### src/rtl/xbus_arb_pkg.sv
`default_nettype none
// ============================================================================
// Module      : xbus_arb_pkg
// Description : Shared encodings and defaults for the xbus master arbiter.
// Revision    : 1.0 - initial release
// ============================================================================
package xbus_arb_pkg;

  localparam int unsigned NM_DEF    = 4;
  localparam int unsigned AW_DEF    = 22;
  localparam int unsigned DW_DEF    = 32;
  localparam int unsigned TMO_W_DEF = 6;

  localparam logic [1:0] ST_IDLE = 2'd0;
  localparam logic [1:0] ST_REQ  = 2'd1;
  localparam logic [1:0] ST_DONE = 2'd2;

  typedef enum logic [1:0] {
    S_IDLE = ST_IDLE,
    S_REQ  = ST_REQ,
    S_DONE = ST_DONE
  } arb_state_e;

  localparam int unsigned MST_CPU  = 0;
  localparam int unsigned MST_DISK = 1;
  localparam int unsigned MST_SPY  = 2;
  localparam int unsigned MST_AUX  = 3;

endpackage
`default_nettype wire

### src/rtl/xbus_rr_pick.sv
`default_nettype none
// ============================================================================
// Module      : xbus_rr_pick
// Description : Combinational round-robin picker, scans from ptr+1 upward.
// Revision    : 1.0 - initial release
// ============================================================================
module xbus_rr_pick
  import xbus_arb_pkg::*;
#(
  parameter int unsigned NM = NM_DEF
) (
  input  logic [NM-1:0]                     req,
  input  logic [((NM > 1) ? $clog2(NM) : 1)-1:0] ptr,
  output logic [NM-1:0]                     pick,
  output logic                              any
);

  localparam int unsigned PW   = (NM > 1) ? $clog2(NM) : 1;
  localparam logic [PW:0] C_NM = (PW+1)'(NM);

  logic [PW:0] w_idx;

  always_comb begin
    pick  = '0;
    any   = 1'b0;
    w_idx = '0;
    for (int i = 1; i <= int'(NM); i++) begin
      // Wrap ptr+i back into 0..NM-1 without relying on NM being a power of two
      w_idx = {1'b0, ptr} + (PW+1)'(i);
      if (w_idx >= C_NM) w_idx = w_idx - C_NM;
      if (!any && req[w_idx[PW-1:0]]) begin
        pick[w_idx[PW-1:0]] = 1'b1;
        any                 = 1'b1;
      end
    end
  end

endmodule
`default_nettype wire

### src/rtl/xbus_arbiter.sv
`default_nettype none
// ============================================================================
// Module      : xbus_arbiter
// Description : Round-robin xbus arbiter with per-master lock and bus timeout.
// Revision    : 1.0 - initial release
// ============================================================================
module xbus_arbiter
  import xbus_arb_pkg::*;
#(
  parameter int unsigned NM    = NM_DEF,
  parameter int unsigned AW    = AW_DEF,
  parameter int unsigned DW    = DW_DEF,
  parameter int unsigned TMO_W = TMO_W_DEF
) (
  input  logic              mclk,
  input  logic              reset_n,
  input  logic [NM-1:0]     m_req,
  input  logic [NM-1:0]     m_write,
  input  logic [NM-1:0]     m_lock,
  input  logic [NM*AW-1:0]  m_addr,
  input  logic [NM*DW-1:0]  m_wdata,
  output logic [NM-1:0]     m_ack,
  output logic [NM-1:0]     m_load,
  output logic [NM-1:0]     m_err,
  output logic [DW-1:0]     m_rdata,
  output logic              s_req,
  output logic              s_write,
  output logic [AW-1:0]     s_addr,
  output logic [DW-1:0]     s_wdata,
  input  logic [DW-1:0]     s_rdata,
  input  logic              s_ack,
  output logic [NM-1:0]     grant,
  output logic [1:0]        arb_state
);

  localparam int unsigned PW = (NM > 1) ? $clog2(NM) : 1;

  arb_state_e       r_state, w_state_nx;
  logic [NM-1:0]    r_grant, w_grant_nx;
  logic [PW-1:0]    r_ptr, w_ptr_nx;
  logic             r_lock_hold, w_lock_hold_nx;
  logic [PW-1:0]    r_owner, w_owner_nx;
  logic [TMO_W-1:0] r_cnt, w_cnt_nx, w_cnt_inc;
  logic [NM-1:0]    r_ack, w_ack_nx;
  logic [NM-1:0]    r_load, w_load_nx;
  logic [NM-1:0]    r_err, w_err_nx;
  logic [DW-1:0]    r_rdata, w_rdata_nx;

  logic [NM-1:0]    w_pick;
  logic             w_any;
  logic [PW-1:0]    w_gidx;
  logic [NM-1:0]    w_owner_oh;
  logic             w_tmo;

  xbus_rr_pick #(.NM(NM)) u_pick (
    .req  (m_req),
    .ptr  (r_ptr),
    .pick (w_pick),
    .any  (w_any)
  );

  always_comb begin
    w_gidx = '0;
    for (int i = 0; i < int'(NM); i++) begin
      if (r_grant[i]) w_gidx = PW'(i);
    end
  end

  // Slave side is a plain mux off the grant register; zero when nobody owns the bus
  always_comb begin
    s_write = 1'b0;
    s_addr  = '0;
    s_wdata = '0;
    for (int i = 0; i < int'(NM); i++) begin
      if (r_grant[i]) begin
        s_write = m_write[i];
        s_addr  = m_addr[i*AW +: AW];
        s_wdata = m_wdata[i*DW +: DW];
      end
    end
  end

  assign s_req      = (r_state == S_REQ);
  assign w_owner_oh = NM'(1) << r_owner;
  assign w_cnt_inc  = r_cnt + 1'b1;
  assign w_tmo      = (w_cnt_inc == '1);

  always_comb begin
    w_state_nx     = r_state;
    w_grant_nx     = r_grant;
    w_ptr_nx       = r_ptr;
    w_lock_hold_nx = r_lock_hold;
    w_owner_nx     = r_owner;
    w_cnt_nx       = r_cnt;
    w_ack_nx       = r_ack;
    w_load_nx      = '0;
    w_err_nx       = r_err;
    w_rdata_nx     = r_rdata;
    case (r_state)
      S_REQ: begin
        w_cnt_nx = w_cnt_inc;
        if (s_ack) begin
          if (!s_write) w_rdata_nx = s_rdata;
          w_err_nx   = '0;
          w_ack_nx   = r_grant;
          w_load_nx  = s_write ? '0 : r_grant;
          w_state_nx = S_DONE;
        end else if (w_tmo) begin
          w_rdata_nx = '0;
          w_err_nx   = r_grant;
          w_ack_nx   = r_grant;
          w_load_nx  = s_write ? '0 : r_grant;
          w_state_nx = S_DONE;
        end
      end
      S_DONE: begin
        if (!(|(m_req & r_grant))) begin
          w_state_nx     = S_IDLE;
          w_ptr_nx       = w_gidx;
          w_lock_hold_nx = |(m_lock & r_grant);
          w_owner_nx     = w_gidx;
          w_grant_nx     = '0;
          w_cnt_nx       = '0;
          w_ack_nx       = '0;
          w_err_nx       = '0;
        end
      end
      default: begin
        // Idle, and the unreachable code 3 recovers here as well
        w_state_nx = S_IDLE;
        if (!m_lock[r_owner]) w_lock_hold_nx = 1'b0;
        if (r_lock_hold) begin
          if (m_req[r_owner]) begin
            w_grant_nx = w_owner_oh;
            w_state_nx = S_REQ;
          end
        end else if (w_any) begin
          w_grant_nx = w_pick;
          w_state_nx = S_REQ;
        end
      end
    endcase
  end

  always_ff @(posedge mclk or negedge reset_n) begin
    if (!reset_n) begin
      r_state     <= S_IDLE;
      r_grant     <= '0;
      r_ptr       <= PW'(NM - 1);
      r_lock_hold <= 1'b0;
      r_owner     <= PW'(MST_CPU);
      r_cnt       <= '0;
      r_ack       <= '0;
      r_load      <= '0;
      r_err       <= '0;
      r_rdata     <= '0;
    end else begin
      r_state     <= w_state_nx;
      r_grant     <= w_grant_nx;
      r_ptr       <= w_ptr_nx;
      r_lock_hold <= w_lock_hold_nx;
      r_owner     <= w_owner_nx;
      r_cnt       <= w_cnt_nx;
      r_ack       <= w_ack_nx;
      r_load      <= w_load_nx;
      r_err       <= w_err_nx;
      r_rdata     <= w_rdata_nx;
    end
  end

  assign grant     = r_grant;
  assign m_ack     = r_ack;
  assign m_load    = r_load;
  assign m_err     = r_err;
  assign m_rdata   = r_rdata;
  assign arb_state = r_state;

endmodule
`default_nettype wire

### config.mk
export PLATFORM = sky130hd
export DESIGN_NAME = xbus_arbiter
export DESIGN_NICKNAME = d
export VERILOG_FILES = /design/src/rtl/xbus_arb_pkg.sv /design/src/rtl/xbus_rr_pick.sv /design/src/rtl/xbus_arbiter.sv
export SDC_FILE = /design/constraint.sdc
export NUM_CORES = 1
export LEC_CHECK = 0
export BUFFER_PORTS_ARGS = -buffer_cell sky130_fd_sc_hd__buf_2
export CORE_AREA = 3 3 143 145
export DETAILED_ROUTE_END_ITERATION = 6
export DIE_AREA = 0 0 146 148
export GPL_TIMING_DRIVEN = 1
export PLACE_DENSITY = 0.6
export SLEW_MARGIN = 15
export SYNTH_ARGS = -nofsm -noshare
export SYNTH_HDL_FRONTEND = slang
export SYNTH_HIERARCHICAL = 1
export SYNTH_SLANG_ARGS = --single-unit
### constraint.sdc
create_clock -name mclk -period 4.1 [get_ports mclk]
set_clock_uncertainty 0.15 [all_clocks]
set_input_delay 1.025 -clock mclk [delete_from_list [all_inputs] [get_ports mclk]]
set_output_delay 1.025 -clock mclk [all_outputs]
set_load 0.01 [all_outputs]
==> summary.md, run 1 <==
| Metric | Value |
|---|---|
| GR Overflow Total | `0` |
| Count of input and output buffers | `approximately 370` |
| Gpl congestion | `slightly above 0.9` |
| Ys Warns | `6` |
| Setup WS pre-CTS | `0.670 ns` |
| Post-Syn Instances | `between 500 and 600` |
| Initial drt markers | `326` |
| Root Driver | `clkbuf_16` |
| DIE HEIGHT | `between 100 and 150 µm` |
| Post-Layout Cell Count | `around 1200` |
| Syn Nets | `814` |
| Main combinational cell family by area after synthesis | `compound AO/OA/AOI/OAI gates` |
| # rows | `51` |
| Synth Area in XOR/XNOR | `0.00383` |
| Crit end category | `output port` |
| Worst skew pair latency | `between 0.3 and 0.4 ns` |
| WP data arrival | `between 2 and 3 ns` |
| Average size of a mapped cell | `around 8.5 µm²` |
| Yosys reg bits | `61` |
| Clk pwr share | `0.166` |
| Wire per inst | `between 20 and 25 µm` |
| Via Count | `around 5800` |
| Asr flop ratio synth | `1.00` |
| Hpwl dp | `approximately 20000 µm` |
| WS Path Type | `flip-flop to output port` |
| RR Endpoint | `m_rdata[0]` |
| Synthesized-area fraction occupied by adder cells | `0.0328` |
| Post-CTS Setup Bufs | `0` |
| TritonCTS buffer count | `9` |
| Post-DR vias/cell | `roughly 5` |
| Post-synthesis compound-gate area fraction | `0.356` |
| Die area | `21600 µm²` |
| Overall Global Routing Usage | `0.213` |
| Max VDD drop | `approximately 390 µV` |
| Multiplexer share of the synthesized area | `0.0695` |
| Pin count of the biggest net entering global routing | `62` |
| First drt pass iteration count | `6` |
| Post-synth top area share | `0.323` |
| Psw | `between 2 and 2.5 mW` |
| RSZ-0062 raised after global routing | `false` |
| Most used routing layer in global routing | `met2` |
| Outcome | `completed` |
| Mapped Area | `between 4000 and 5000 µm²` |
| CTS Hold Buffers Added | `0` |
| Slew margin rel. | `0.472` |
| Fin. max-slew vios | `0` |
| Synth Flop Type | `dfrtp_1` |
| Int Pwr | `about 2.4 mW` |
| Vias in the first global route | `roughly 5600` |
| Final setup margin | `0.398 ns` |
| Final nets | `roughly 1200` |
| Reg clk slew, reported paths | `approximately 0.05 ns` |
| Initial antenna violation count | `7` |
| End point of the critical path | `s_wdata[3]` |
| Setup crit start | `grant[2]` |
| WP data required | `~3 ns` |
| Flop pwr share | `0.241` |
| Clock sink count | `61` |
| PnR Total Power | `around 4.5 mW` |
| Final Hold Fails | `0` |
| First-pass GRT wire length | `35000 µm` |
| GRT met1 Usage | `0.290` |
| Post-layout min period | `~3.7 ns` |
| R2R depth | `7` |
| F_max | `roughly 270 MHz` |
| Detail Route Antenna Nets | `0` |
| M3 GR Usage | `0.102` |
| Die width | `approximately 150 µm` |
| RR Startpoint | `grant[2]` |
| Clk buf depth | `2` |
| Fill count | `between 2000 and 2500` |
| Most frequent cells in the layout | `buf_2, a22oi_1, nand2_1` |
| Leading post-synthesis cells by cell area | `dfrtp_1, a22oi_1, o21ai_0` |
| CTS resizes | `0` |
| Pwr/cell area | `649 nW/µm²` |
| Max-cap viol count | `0` |
| Initial Util | `0.237` |
| Largest area contributor in the netlist | `dfrtp_1` |
| Tightest Pin Transition | `around 0.79 ns` |
| Hold Slack | `0.354 ns` |
| H-tree depth | `3` |
| Leakage dissipation | `about 3.5 nW` |
| Comb pwr share | `0.593` |
| CTS tree | `yes` |
| Setup TNS | `0 ns` |
| CP Launch Type | `flip-flop` |
| DRC Markers | `0` |
| Register area share after synthesis | `0.334` |
| Fin crit share | `0.903` |
| Io pins | `~370` |
| Total Wirelength | `~24000 µm` |
| Peak fanout along the critical path | `57` |
| Synth unique cells | `roughly 60` |
| Synth-to-Final Area Change | `51.4%` |
| Placed Cells incl. Taps | `1133` |
| EDFF count, synth | `0` |
| Finish-stage setup viols | `0` |
| Placeable Area | `19300 µm²` |
| Synth Area in Simple Gates | `0.136` |
| Sw frac | `0.467` |
| Worst Hold Class | `flip-flop to flip-flop` |
| Most common cell after layout, fill and taps aside | `buf_2` |
| Met2 usage | `0.302` |
| Share of cells above drive strength 1 | `0.479` |
| FF-to-FF setup slack | `~1.1 ns` |
[worst min path at each step]
stage | start | to | cells after the start
after floorplan | r_cnt[5] | r_cnt[5] | 1
after global placement | r_cnt[5] | r_cnt[5] | 1
after CTS | r_cnt[5] | r_cnt[5] | 1
after detailed placement | m_ack[1] | m_ack[1] | 1
final | r_cnt[5] | r_cnt[5] | 1
after global routing | r_cnt[5] | r_cnt[5] | 1
[critical path, cell delays in order (launching register included)]
cell	delay, ns
dfrtp_2	0.49
buf_4	0.55
a22oi_1	0.24
o21ai_0	0.59
buf_2	0.26
[layout make-up]
type                       count  area [µm²]  share of cell area
sequential                    61        1530               0.222
timing repair buffer         383        1950               0.282
clock inverter                 6        63.8             0.00922
antenna                        3        7.51             0.00108
tap                          265         332              0.0479
inverter                      14        52.6             0.00759
multi-input combinational    410        2750               0.397
clock buffer                  10         229              0.0331
[registers in the layout, indices dropped and copies added (netlist names)]
name,count
r_owner,2
m_load,4
m_ack,4
r_ptr,2
r_cnt,6
arb_state,2
m_rdata,32
r_lock_hold,1
grant,4
m_err,4
[cell usage after synthesis, types with 4 or more instances]
| master | number |
|---|---|
| a22oi_1 | 109 |
| nand2_1 | 82 |
| o21ai_0 | 66 |
| dfrtp_1 | 59 |
| clkbuf_1 | 33 |
| o22ai_1 | 32 |
| inv_1 | 14 |
| mux2i_1 | 13 |
| ha_1 | 12 |
| buf_2 | 9 |
| nor2_1 | 9 |
| a21oi_1 | 5 |
| a22o_1 | 5 |
| buf_1 | 5 |
| buf_6 | 5 |
| mux2_2 | 5 |
| a221o_1 | 4 |
| mux2_4 | 4 |
[logic make-up (layout without fill, tap and decap cells)]
kind of cell / after synthesis / count (layout)
other: 0 / 3
AOI/OAI and AO/OA: 240 / 240
DFF: 61 / 61
buffers and inverters: 68 / 413
and+or+nand+nor: 131 / 131
adders and majority gates: 12 / 12
muxes: 25 / 25
xor gates and xnor gates: 2 / 2
[per-stage QoR]
stage / cell area (µm²) / util
finish: 6920 / 0.358
global route: 6920 / 0.358
CTS: 6910 / 0.358
detailed placement: 6620 / 0.342
global placement: 6620 / 0.342
floorplan: 4570 / -
[power by group through the flow]
| stage | logic (mW) | registers, mW | clock network, mW |
|---|---|---|---|
| 3_3_place_gp | 2.67 | 1.09 | 0 |
| 3_5_place_dp | 2.68 | 1.09 | 0 |
| 4_1_cts | 2.69 | 1.08 | 0.767 |
| 5_1_grt | 2.96 | 1.12 | 0.801 |
| 6_report | 2.67 | 1.08 | 0.747 |
| 2_1_floorplan | 1.54 | 1.09 | 0 |
[layer usage]
layer / up-vias / share of wire
met5: - / 0.00054
met3: 26 / 0.13
met2: 296 / 0.43
met4: 2 / 0.015
met1: 2716 / 0.43
li1: 2731 / -
Power figures use the tool's default switching activity.
==> run 2, diff against run 1 <==
--- a/config.mk
+++ b/config.mk
@@ -8,7 +8,8 @@
 export BUFFER_PORTS_ARGS = -buffer_cell sky130_fd_sc_hd__buf_2
-export CORE_AREA = 3 3 143 145
+export CAP_MARGIN = 20
+export CORE_AREA = 3 3 144 146
 export DETAILED_ROUTE_END_ITERATION = 6
-export DIE_AREA = 0 0 146 148
+export DIE_AREA = 0 0 147 149
 export GPL_TIMING_DRIVEN = 1
-export PLACE_DENSITY = 0.6
+export PLACE_DENSITY = 0.59
 export SLEW_MARGIN = 15
==> constraint.sdc (replaced) <==
create_clock -name mclk -period 3.9 [get_ports mclk]
set_clock_uncertainty 0.15 [all_clocks]
set_input_delay 0.975 -clock mclk [delete_from_list [all_inputs] [get_ports mclk]]
set_output_delay 0.975 -clock mclk [all_outputs]
set_load 0.02 [all_outputs]
==> summary.md, run 2 (same netlist as run 1, synthesis figures left out) <==
| Metric | Value |
|---|---|
| First drt pass iteration count | `5 (-1)` |
| WP data required | `2.77 ns (-0.15 ns)` |
| Worst Hold Class | `flip-flop to flip-flop` |
| F_max | `294 MHz` |
| Initial drt markers | `423 (+30%)` |
| Io pins | `369 (unchanged)` |
| Final nets | `1155 (+0.087%)` |
| WP data arrival | `2.27 ns (-0.26 ns)` |
| Share of cells above drive strength 1 | `0.479 (+0.000589)` |
| Fin crit share | `0.871` |
| Wire per inst | `19.6 µm (-7.0%)` |
| Max VDD drop | `274 µV (-29%)` |
| Outcome | `completed` |
| Initial antenna violation count | `5 (-2)` |
| Int Pwr | `2.60 mW (+8.4%)` |
| Flop pwr share | `0.217 (-0.024)` |
| Detail Route Antenna Nets | `0 (unchanged)` |
| Sw frac | `0.491 (+0.0240)` |
| Slew margin rel. | `0.369 (-0.104)` |
| Post-CTS Setup Bufs | `0 (unchanged)` |
| Reg clk slew, reported paths | `0.06 ns (about the same)` |
| Most frequent cells in the layout | `buf_2, a22oi_1, nand2_1` |
| Max-cap viol count | `0 (unchanged)` |
| Vias in the first global route | `5434 (-3.2%)` |
| Via Count | `5700 (-1.2%)` |
| WS Path Type | `flip-flop to output port` |
| Worst skew pair latency | `0.33 ns (about the same)` |
| CTS resizes | `0 (unchanged)` |
| Post-DR vias/cell | `4.94 (-1.4%)` |
| DIE HEIGHT | `149 µm (+0.68%)` |
| Peak fanout along the critical path | `56 (-1.8%)` |
| H-tree depth | `3 (unchanged)` |
| Hpwl dp | `17800 µm (-9.4%)` |
| Root Driver | `clkbuf_16` |
| Crit end category | `output port` |
| TritonCTS buffer count | `9 (unchanged)` |
| Finish-stage setup viols | `0 (unchanged)` |
| Fin. max-slew vios | `0 (unchanged)` |
| Comb pwr share | `0.617 (+0.024)` |
| Synth-to-Final Area Change | `52.4%` |
| First-pass GRT wire length | `32700 µm (-6.5%)` |
| CP Launch Type | `flip-flop` |
| GR Overflow Total | `0 (unchanged)` |
| Pwr/cell area | `732 nW/µm² (+13%)` |
| Setup TNS | `0 ns (unchanged)` |
| Post-layout min period | `between 3 and 4 ns` |
| Count of input and output buffers | `368 (unchanged)` |
| Final Core Density | `0.357 (-0.00114)` |
| Placed Cells incl. Taps | `1134 (+0.088%)` |
| Die width | `147 µm (+0.68%)` |
| Pin count of the biggest net entering global routing | `65 (+4.8%)` |
| Psw | `2.51 mW (+19%)` |
| # rows | `51 (unchanged)` |
| Clock sink count | `61 (unchanged)` |
| Total Wirelength | `22600 µm (-6.9%)` |
| CTS Hold Buffers Added | `0 (unchanged)` |
| Largest register FFs | `32 (unchanged)` |
| Final Hold Fails | `0 (unchanged)` |
| DRC Markers | `0 (unchanged)` |
| Initial Util | `0.234 (-0.00232)` |
| Tightest Pin Transition | `0.937 ns (+0.146 ns)` |
| Post-Layout Cell Count | `1154 (+0.17%)` |
| PnR Total Power | `5.10 mW (+14%)` |
| Overall Global Routing Usage | `0.192 (-0.0209)` |
| Clk buf depth | `2 (unchanged)` |
| Most common cell after layout, fill and taps aside | `buf_2` |
| Gpl congestion | `0.901 (-2.7%)` |
| Finished Cell Area | `6970 µm² (+0.67%)` |
| Leakage dissipation | `3.49 nW (+0.76%)` |
| Clk pwr share | `0.167 (about the same)` |
| RSZ-0062 raised after global routing | `false` |
| CTS tree | `yes` |
| Die area | `21900 µm² (+1.4%)` |
| Placeable Area | `19500 µm² (+0.99%)` |
| Placed cell areas | `6640 µm² (+0.30%)` |
-- run 2: changes by cell type in the layout (fill, tap and decap cells not counted) --
cell        delta
buf_12         +1
clkinv_4       +1
diode_2        +1
clkinvlp_4     -2
bufinv_16      +1
-- run 2: critical path: stages, from the launching register on --
cell	delay, ns
dfrtp_2	0.46
or2_2	0.34
nor3_2	0.18
buf_12	0.27
a22oi_1	0.13
o21ai_0	0.24
buf_2	0.27
-- run 2: power groups by stage --
| stage | logic, mW | registers [mW] | clock network [mW] |
|---|---|---|---|
| final | 3.15 | 1.11 | 0.850 |
| after floorplan | 1.85 | 1.30 | 0 |
| after detailed placement | 3.15 | 1.11 | 0 |
| after global placement | 3.13 | 1.11 | 0 |
| after global routing | 3.42 | 1.15 | 0.901 |
| after CTS | 3.16 | 1.11 | 0.871 |
-- run 2: area by class of cell --
class | instances | area [µm²]
clock inverters | 6 | 87.6
clock buffers | 10 | 229
multi-input cells | 410 | 2750
repair buffers | 384 | 1970
flip-flops and latches | 61 | 1530
well taps | 265 | 332
fillers | 2122 | 12600
diodes | 4 | 10.0
inverters | 14 | 52.6
-- run 2: stage by stage --
step | setup WS, ns | hold WS [ns]
6_report | 0.502 | 0.338
4_1_cts | 0.462 | 0.343
2_1_floorplan | 0.800 | 0.310
3_5_place_dp | 0.821 | 0.336
3_3_place_gp | 0.857 | 0.340
5_1_grt | 0.371 | 0.371
-- run 2: path summary, 6_finish.rpt --
path | start | end | slack, ns | cells after the start
hold / removal | r_cnt[5] | r_cnt[5] | 0.34 | 1
min in group asynchronous | reset_n | arb_state[0] | 0.49 | 1
setup reg to reg | r_ptr[0] | grant[1] | 0.94 | 9
hold reg to reg | r_cnt[5] | r_cnt[5] | 0.34 | 1
max in group asynchronous | reset_n | m_load[2] | 2.41 | 2
setup / recovery | grant[2] | s_addr[19] | 0.50 | 6
-- run 2: layer usage --
metal / routed length (µm) / up-vias / track usage
met2: 10500 / 293 / 0.302
met5: 27 / - / 0
met3: 2470 / 15 / 0.0729
met4: 175 / 4 / 0.0322
li1: - / 2745 / -
met1: 9450 / 2643 / 0.256
